$ cat src/rtl/bus_arbiter_2m.sv
// Two-master round-robin bus arbiter with hold-limit pre-emption.
// Decides bus ownership, drives the 2:1 mux select and forwards the owner's
// address/data onto the shared 32-bit bus.
//
// Ports:
//   clk, reset            rising-edge clock, synchronous active-high reset
//   m0_req/addr/data      master 0 request level, address, write data
//   m1_req/addr/data      master 1 request level, address, write data
//   m0_grant, m1_grant    registered ownership flags (never both high)
//   bus_sel               registered mux select (0 = m0, 1 = m1), held in idle
//   bus_addr, bus_data    shared bus payload, muxed from bus_sel
//   bus_busy              registered, high while some master is granted
module bus_arbiter_2m #(
  parameter int unsigned MAX_HOLD = 8,
  parameter int unsigned CNT_W    = 4
) (
  input  logic        clk,
  input  logic        reset,
  input  logic        m0_req,
  input  logic [31:0] m0_addr,
  input  logic [31:0] m0_data,
  input  logic        m1_req,
  input  logic [31:0] m1_addr,
  input  logic [31:0] m1_data,
  output logic        m0_grant,
  output logic        m1_grant,
  output logic        bus_sel,
  output logic [31:0] bus_addr,
  output logic [31:0] bus_data,
  output logic        bus_busy
);

  localparam logic [1:0] IDLE = 2'd0;
  localparam logic [1:0] GNT0 = 2'd1;
  localparam logic [1:0] GNT1 = 2'd2;

  localparam bit             HOLD_EN   = (MAX_HOLD != 0);
  localparam logic [CNT_W-1:0] CNT_MAX = {CNT_W{1'b1}};
  // Last held cycle before the waiting master pre-empts the owner.
  localparam logic [CNT_W-1:0] HOLD_LAST = HOLD_EN ? CNT_W'(MAX_HOLD - 1) : '0;

  logic [1:0]       state;
  logic [1:0]       next_state;
  logic [CNT_W-1:0] hold_cnt;
  logic [CNT_W-1:0] next_cnt;
  logic             last_owner;
  logic             next_last;
  logic             other_req;
  logic             hold_expired;

  // Next-state, hold counter and round-robin pointer.
  always_comb begin
    next_state   = state;
    next_cnt     = '0;
    next_last    = last_owner;
    other_req    = 1'b0;
    hold_expired = HOLD_EN && (hold_cnt == HOLD_LAST);

    case (state)
      IDLE: begin
        if (m0_req && m1_req) next_state = last_owner ? GNT0 : GNT1;
        else if (m0_req)      next_state = GNT0;
        else if (m1_req)      next_state = GNT1;
      end
      GNT0: begin
        other_req = m1_req;
        if (!m0_req)                      next_state = m1_req ? GNT1 : IDLE;
        else if (m1_req && hold_expired)  next_state = GNT1;
      end
      GNT1: begin
        other_req = m0_req;
        if (!m1_req)                      next_state = m0_req ? GNT0 : IDLE;
        else if (m0_req && hold_expired)  next_state = GNT0;
      end
      default: next_state = IDLE;
    endcase

    // Counter only runs while the owner keeps the bus against a waiting master.
    if (next_state == state && other_req) begin
      next_cnt = (hold_cnt == CNT_MAX) ? hold_cnt : hold_cnt + CNT_W'(1);
    end

    if (next_state == GNT0)      next_last = 1'b0;
    else if (next_state == GNT1) next_last = 1'b1;
  end

  // State register with outputs registered from the next state.
  always_ff @(posedge clk) begin
    if (reset) begin
      state      <= IDLE;
      hold_cnt   <= '0;
      last_owner <= 1'b1;
      m0_grant   <= 1'b0;
      m1_grant   <= 1'b0;
      bus_sel    <= 1'b0;
      bus_busy   <= 1'b0;
    end else begin
      state      <= next_state;
      hold_cnt   <= next_cnt;
      last_owner <= next_last;
      m0_grant   <= (next_state == GNT0);
      m1_grant   <= (next_state == GNT1);
      bus_busy   <= (next_state != IDLE);
      if (next_state == GNT0)      bus_sel <= 1'b0;
      else if (next_state == GNT1) bus_sel <= 1'b1;
    end
  end

  // Shared-bus 2:1 mux.
  assign bus_addr = bus_sel ? m1_addr : m0_addr;
  assign bus_data = bus_sel ? m1_data : m0_data;

endmodule

$ cat config.mk
export PLATFORM = sky130hd
export DESIGN_NAME = bus_arbiter_2m
export DESIGN_NICKNAME = d
export VERILOG_FILES = /design/src/rtl/bus_arbiter_2m.sv
export SDC_FILE = /design/constraint.sdc
export NUM_CORES = 1
export LEC_CHECK = 0
export CELL_PAD_IN_SITES_DETAIL_PLACEMENT = 0
export CELL_PAD_IN_SITES_GLOBAL_PLACEMENT = 1
export CORE_MARGIN = 2
export CORE_UTILIZATION = 14
export DETAILED_ROUTE_END_ITERATION = 10
export HOLD_SLACK_MARGIN = 0.02
export PLACE_DENSITY_LB_ADDON = 0.3
export SLEW_MARGIN = 15
export SYNTH_ARGS = -nofsm -noshare
export SYNTH_HDL_FRONTEND = slang
export SYNTH_SLANG_ARGS = --single-unit
$ cat constraint.sdc
create_clock -name clk -period 1.8 [get_ports clk]
set_input_delay 0.36 -clock clk [delete_from_list [all_inputs] [get_ports clk]]
set_output_delay 0.36 -clock clk [all_outputs]
set_load 0.005 [all_outputs]
==> results.toml, run 1 <==
[timing]
rsz0062_at_grt = "true"
setup_viol = 0
holdWs_ns = 0.490
slew_viol_final = 0
slew_headroom_pct = 85.7
hold_viol = 0
worst_pin_slew_ns = 0.215
post-route-min-period_ns = 1.79
setup_tns_ns = 0
clock_skew_ns = 0.000752
fmax_mhz = 558
finalWorstSetupSlack_ns = 0.00679
post-route-period-util_pct = 99.6

[detailed_routing]
vias_per_cell = 4.06
ant_nets = 0
num_vias = 2146
drc = 0
drtIter0Drc = 81
wl_per_cell_microns = 17.0
wl_mm = 8.95
first_pass_iters = 4

[setup_path]
r2r-start = "hold_cnt[1]"
timing.rr.end = "last_owner"
crit_path_start_kind = "flop"
worstPathMaxFanout = 5
crit_top_cell = "buf_12"
worst-r2r-cell-count = 10
r2r_slack_ns = 0.03
slowest_delay_ns = 0.36
crit_slowest_cell = "dfxtp_4"
crit_type = "flop to output pin"
worstPathArrival_ns = 1.43
critical_path_required_ns = 1.44
crit_chain = "buf_12 -> buf_12 -> clkbuf_16 -> mux2_4 -> buf_6"
end_kind = "output pin"
cp-startpoint = "bus_sel"

[layout]
final_cell_mix = "132 x clkdlybuf4s50_1, 44 x mux2_2, 34 x clkbuf_2"
nets = 530
layout_commonest_cell = "clkdlybuf4s50_1"
layout-drive-gt1-share_pct = 50.9
area_delta_synth_final_pct = 181
fin_area_sq_um = 4140

[yosys]
syn_nets = 290
synth_top_area_share_pct = 49.0
synth.area.top_cells = "mux2_2 49%, dfxtp_1 15%, ha_1 6.8%, buf_2 2.0%, a21o_1 2.0%"
syn_area_sq_um = 1470
ys_types = 34
synth-seq-area-share_pct = 15.0
syn_inst = 150
synth.avg_cell_area_sq_um = 9.80
yosysTopAreaCell = "mux2_2"
synth-seq-cells = 11
yosys_warnings = 0

[global_routing]
grt_pass1_vias = 2290
grt_pass1_wl_mm = 12.8
grt_max_degree = 13
grt-ovfl-total = 0
grtUsageTotal_pct = 14.6
antenna_found_initial = 3

[power]
p_leak_nw = 1.75
peakVddDrop_mv = 0.371
powerDensity_nw_per_um2 = 524

[worst_hold_path]
hp-class = "flop to flop"
hold_end = "last_owner"
holdPathStages = 2
min-delay-start = "last_owner"

[place]
dpl_cell_area_sq_um = 3850
place_ws_ns = -0.615
gp_congestion = 0.784
hpwlAfterDp_mm = 7.22
port_buffers = 199

[clock_tree]
clock_sinks = 11
clock_latency_ns = 0.23
clkSlewWorstSetupHoldPaths_ns = 0.05
cts_buffers = 3
cts_buffer_depth = 2
hold_buffers = 0
root_buffer = "clkbuf_8"
htreeDepth = 1
cts_tree = "built"

[die]
start_util_pct = 14.3
rows = 37
die_x_microns = 106
die_h_microns = 106
die-area_sq_um = 11300
core_area_sq_um = 10300
pin_count = 200

[job]
cap_violations = 0

[status]
status = "completed"
-- repair_timing --
| item | 4_1_cts | 5_1_grt |
|---|---|---|
| setup endpoints to repair | 73 | 61 |
| gates cloned | 4 | 4 |
| resized for setup | 209 | 76 |
| setup buffers | 11 | 2 |
| pin swaps | 4 | 9 |
-- worst max path at each step --
stage | to | slack, ns | cells past startpoint
final | bus_data[20] | 0.007 | 5
after global routing | last_owner | -0.11 | 10
after CTS | bus_addr[17] | -0.06 | 4
after detailed placement | last_owner | -0.62 | 9
after global placement | last_owner | -0.58 | 9
after floorplan | last_owner | 0.007 | 10
-- per-stage QoR --
step	utilization, %	total power [mW]	std cells
finish	40.2	2.17	528
global route	40.2	2.33	528
global placement	37.5	1.71	504
CTS	39.5	2.07	523
detailed placement	37.5	1.71	504
floorplan	-	0.830	150
-- registers in the layout, indices dropped and copies added (netlist names) --
register    flops
bus_sel         1
hold_cnt        4
state           2
m0_grant        1
bus_busy        1
m1_grant        1
last_owner      1
-- synth_stat cells --
| cell type | count |
|---|---|
| ha_1 | 8 |
| nor2_1 | 3 |
| nand2b_1 | 3 |
| a21oi_1 | 2 |
| nor3b_1 | 1 |
| mux2_2 | 64 |
| nor3_1 | 5 |
| nand4_1 | 2 |
| a211o_2 | 1 |
| nor2b_1 | 3 |
| o31a_1 | 1 |
| nand3b_1 | 2 |
| clkbuf_1 | 1 |
| and2b_1 | 2 |
| buf_2 | 6 |
| o21ai_2 | 1 |
| dfxtp_1 | 11 |
| buf_4 | 2 |
| xnor2_1 | 1 |
| a21o_1 | 4 |
| inv_1 | 6 |
| mux2i_1 | 2 |
| o2bb2ai_1 | 1 |
| a22o_1 | 1 |
| o21bai_1 | 1 |
| nand2_1 | 2 |
| nand4b_4 | 1 |
| a22oi_1 | 2 |
| a31oi_1 | 1 |
| o21ai_0 | 3 |
| o211ai_1 | 1 |
| a21oi_2 | 1 |
| a2bb2oi_1 | 1 |
| nand3_1 | 4 |
-- report_power, final --
part	leakage, nW	switching [mW]	internal [mW]	total (mW)
Clock	0.0228	0.0813	0.154	0.236
Sequential	0.0926	0.0316	0.276	0.308
Combinational	1.64	0.543	1.08	1.63
-- critical path, delay by kind of cell, from the launching register on --
| kind | cells | cell delay (ns) |
|---|---|---|
| buffers and inverters | 4 | 0.54 |
| DFF | 1 | 0.36 |
| muxes | 1 | 0.30 |
-- cells by family after synthesis --
family / share of synthesized area, %
adders and majority gates: 6.81
DFF: 15.0
xor gates and xnor gates: 0.596
and+or+nand+nor: 11.9
AOI/OAI and AO/OA: 10.5
muxes: 50.4
buffers and inverters: 4.85
-- layout make-up --
cell class | instances | area (sq um)
clock buffer | 4 | 45.0
antenna | 3 | 7.51
inverter | 6 | 27.5
multi-input combinational | 124 | 1350
fill | 1042 | 6140
sequential | 11 | 231
timing repair buffer | 244 | 2310
tap | 136 | 170
-- layer usage --
metal,vias to the layer above,global-route usage [%],part of all wire [%]
met5,-,0,0
met4,0,5.10,1.5
met3,8,4.60,8.1
met2,89,28.0,54
met1,1010,14.8,37
li1,1039,-,-
Power figures use the tool's default switching activity.
==> run 2: changes to the inputs <==
--- a/config.mk
+++ b/config.mk
@@ -5,6 +5,7 @@
 export SDC_FILE = /design/constraint.sdc
 export NUM_CORES = 1
 export LEC_CHECK = 0
+export CAP_MARGIN = 25
 export CELL_PAD_IN_SITES_DETAIL_PLACEMENT = 0
 export CELL_PAD_IN_SITES_GLOBAL_PLACEMENT = 1
 export CORE_MARGIN = 2
==> results of run 2 <==
Final layout, timing and power as in run 1 (identical DEF).
==> run 3: changes to the inputs <==
--- a/config.mk
+++ b/config.mk
@@ -8,10 +8,10 @@
 export CAP_MARGIN = 25
 export CELL_PAD_IN_SITES_DETAIL_PLACEMENT = 0
 export CELL_PAD_IN_SITES_GLOBAL_PLACEMENT = 1
-export CORE_MARGIN = 2
 export CORE_UTILIZATION = 14
 export DETAILED_ROUTE_END_ITERATION = 10
 export HOLD_SLACK_MARGIN = 0.02
+export MAX_ROUTING_LAYER = met4
 export PLACE_DENSITY_LB_ADDON = 0.3
 export SLEW_MARGIN = 15
 export SYNTH_ARGS = -nofsm -noshare
==> run 3 against run 2 <==
Against the previous run:
- core utilization is 2.7 points higher
- clock skew is 0.0029 ns higher
- highest routed layer unchanged
- worst setup slack worse by 0.16 ns
- wire length is 7.5% higher
- clock power is 3% higher
- the flow now finishes with violations (setup timing)
- sequential power is 2% lower
- sequential share of layout area is 0.39 points lower
- register-to-register slack worse by 0.07 ns
==> results.toml, run 3 (synthesis gave the netlist of run 1 again) <==
[clock_tree]
root_buffer = "clkbuf_8"
clkSlewWorstSetupHoldPaths_ns = 0.05
clock_sinks = 11
cts_buffers = 3
cts_tree = "built"
cts_buffer_depth = 2
clock_latency_ns = 0.23
htreeDepth = 1

[setup_path]
r2r-start = "hold_cnt[1]"
cp-endpoint = "bus_addr[31]"
crit_cells = 7
worstPathArrival_ns = 1.60
crit_path_start_kind = "flop"
cp-startpoint = "bus_sel"
crit_chain = "buf_12 -> buf_16 -> buf_12 -> buf_8 -> buf_4 -> mux2_2 -> buf_6"
cp.buffers_inverters = 6
crit_family = "buffers and inverters"
crit_top_cell = "buf_12"
crit_slowest_cell = "dfxtp_4"
critical_path_required_ns = 1.44
crit_type = "flop to output pin"
end_kind = "output pin"
r2r_slack_ns = -0.04
timing.rr.end = "last_owner"
worst-r2r-cell-count = 11
worstPathMaxFanout = 4
slowest_delay_ns = 0.36

[detailed_routing]
wl_per_cell_microns = 17.9
wl_mm = 9.63
vias_per_cell = 4.09
wl_met3_microns = 706
num_vias = 2194
wl_met2_mm = 5.26
ant_nets = 0
wl_met1_mm = 3.42
first_pass_iters = 4
drc = 0
dr.max_layer_used = "met4"
drtIter0Drc = 101

[global_routing]
grtUsageTotal_pct = 17.0
grt_pass1_vias = 2267
grt_pass1_wl_mm = 13.6
grt_max_degree = 10
antenna_found_initial = 2
grt-ovfl-total = 0

[timing]
finalWorstSetupSlack_ns = -0.156
post-route-period-util_pct = 109
post-route-min-period_ns = 1.96
fmax_mhz = 511
slew_headroom_pct = 79.7
rsz0062_at_grt = "true"
hold_viol = 0
setup_viol = 32
slew_viol_final = 0
clock_skew_ns = 0.00363
worst_pin_slew_ns = 0.305

[layout]
seq_area_sq_um = 229
multi_input_area_sq_um = 1370
utilization_pct = 42.9
largest_reg_flops = 4
nets = 540
layout_commonest_cell = "clkdlybuf4s50_1"
final_cell_mix = "132 x clkdlybuf4s50_1, 37 x mux2_2, 32 x buf_6"
top_register = "hold_cnt"
n_fill_cell = 977
area_delta_synth_final_pct = 199
top_regs = "hold_cnt: 4 flops, state: 2 flops"
fin_area_sq_um = 4390
layout-drive-gt1-share_pct = 47.6

[die]
rows = 37
die_x_microns = 104
core_area_sq_um = 10200
die-area_sq_um = 10900
die_h_microns = 104
pin_count = 200
start_util_pct = 14.4

[job]
cap_violations = 0

[place]
hpwlAfterDp_mm = 7.08
gp_congestion = 0.794
place_ws_ns = -0.562
port_buffers = 199
dpl_cell_area_sq_um = 3830

[worst_hold_path]
hp-class = "flop to flop"

[power]
finalPower_mw = 2.37
peakVddDrop_mv = 0.330
p_leak_nw = 1.88
powerDensity_nw_per_um2 = 538

[status]
violations = "setup timing"
status = "finished with violations"
run 3: final cells by class:
cell class	instances	area share (%)
diodes	2	0.114
clock buffers	4	1.03
inverters	6	0.513
multi-input cells	124	31.2
flip-flops and latches	11	5.21
well taps	136	3.87
repair buffers	254	58.1
run 3: power by group:
part / internal [mW] / switching, mW
Clock: 0.155 / 0.0874
Combinational: 1.21 / 0.606
Sequential: 0.276 / 0.0268
run 3: how the worst min path moves through the flow:
stage,to,startpoint,cells after the start
global route,last_owner,last_owner,2
finish,last_owner,last_owner,2
detailed placement,last_owner,last_owner,2
floorplan,state[0],reset,1
CTS,last_owner,last_owner,2
global placement,last_owner,last_owner,2
run 3: routing by layer:
layer / GRT usage, % / vias up
met1: 17.2 / 1032
met3: 4.26 / 10
li1: - / 1059
met4: 5.51 / 0
met5: - / -
met2: 31.8 / 93
run 3: metrics by stage:
stage	setup TNS, ns	hold WS, ns	instances
global route	-4.58	0.545	537
finish	-2.68	0.499	537
CTS	-2.94	0.498	532
detailed placement	-6.57	0.496	501
floorplan	0	0.425	150
global placement	-6.08	0.511	501
run 3: worst register-to-register path: cells and delay by family (launching register included):
family / cells / cell delay, ns
AOI/OAI and AO/OA: 4 / 0.60
DFF: 1 / 0.34
adders and majority gates: 2 / 0.42
and+or+nand+nor: 3 / 0.19
buffers and inverters: 2 / 0.18
run 3: timing repair:
action / CTS / global route
pin swaps: 5 / 10
endpoints found under the setup margin: 73 / 68
hold endpoints to repair: 0 / 0
resized for setup: 221 / 60
buffers inserted: 20 / 6
hold buffers: 0 / 0
cloned: 7 / 0
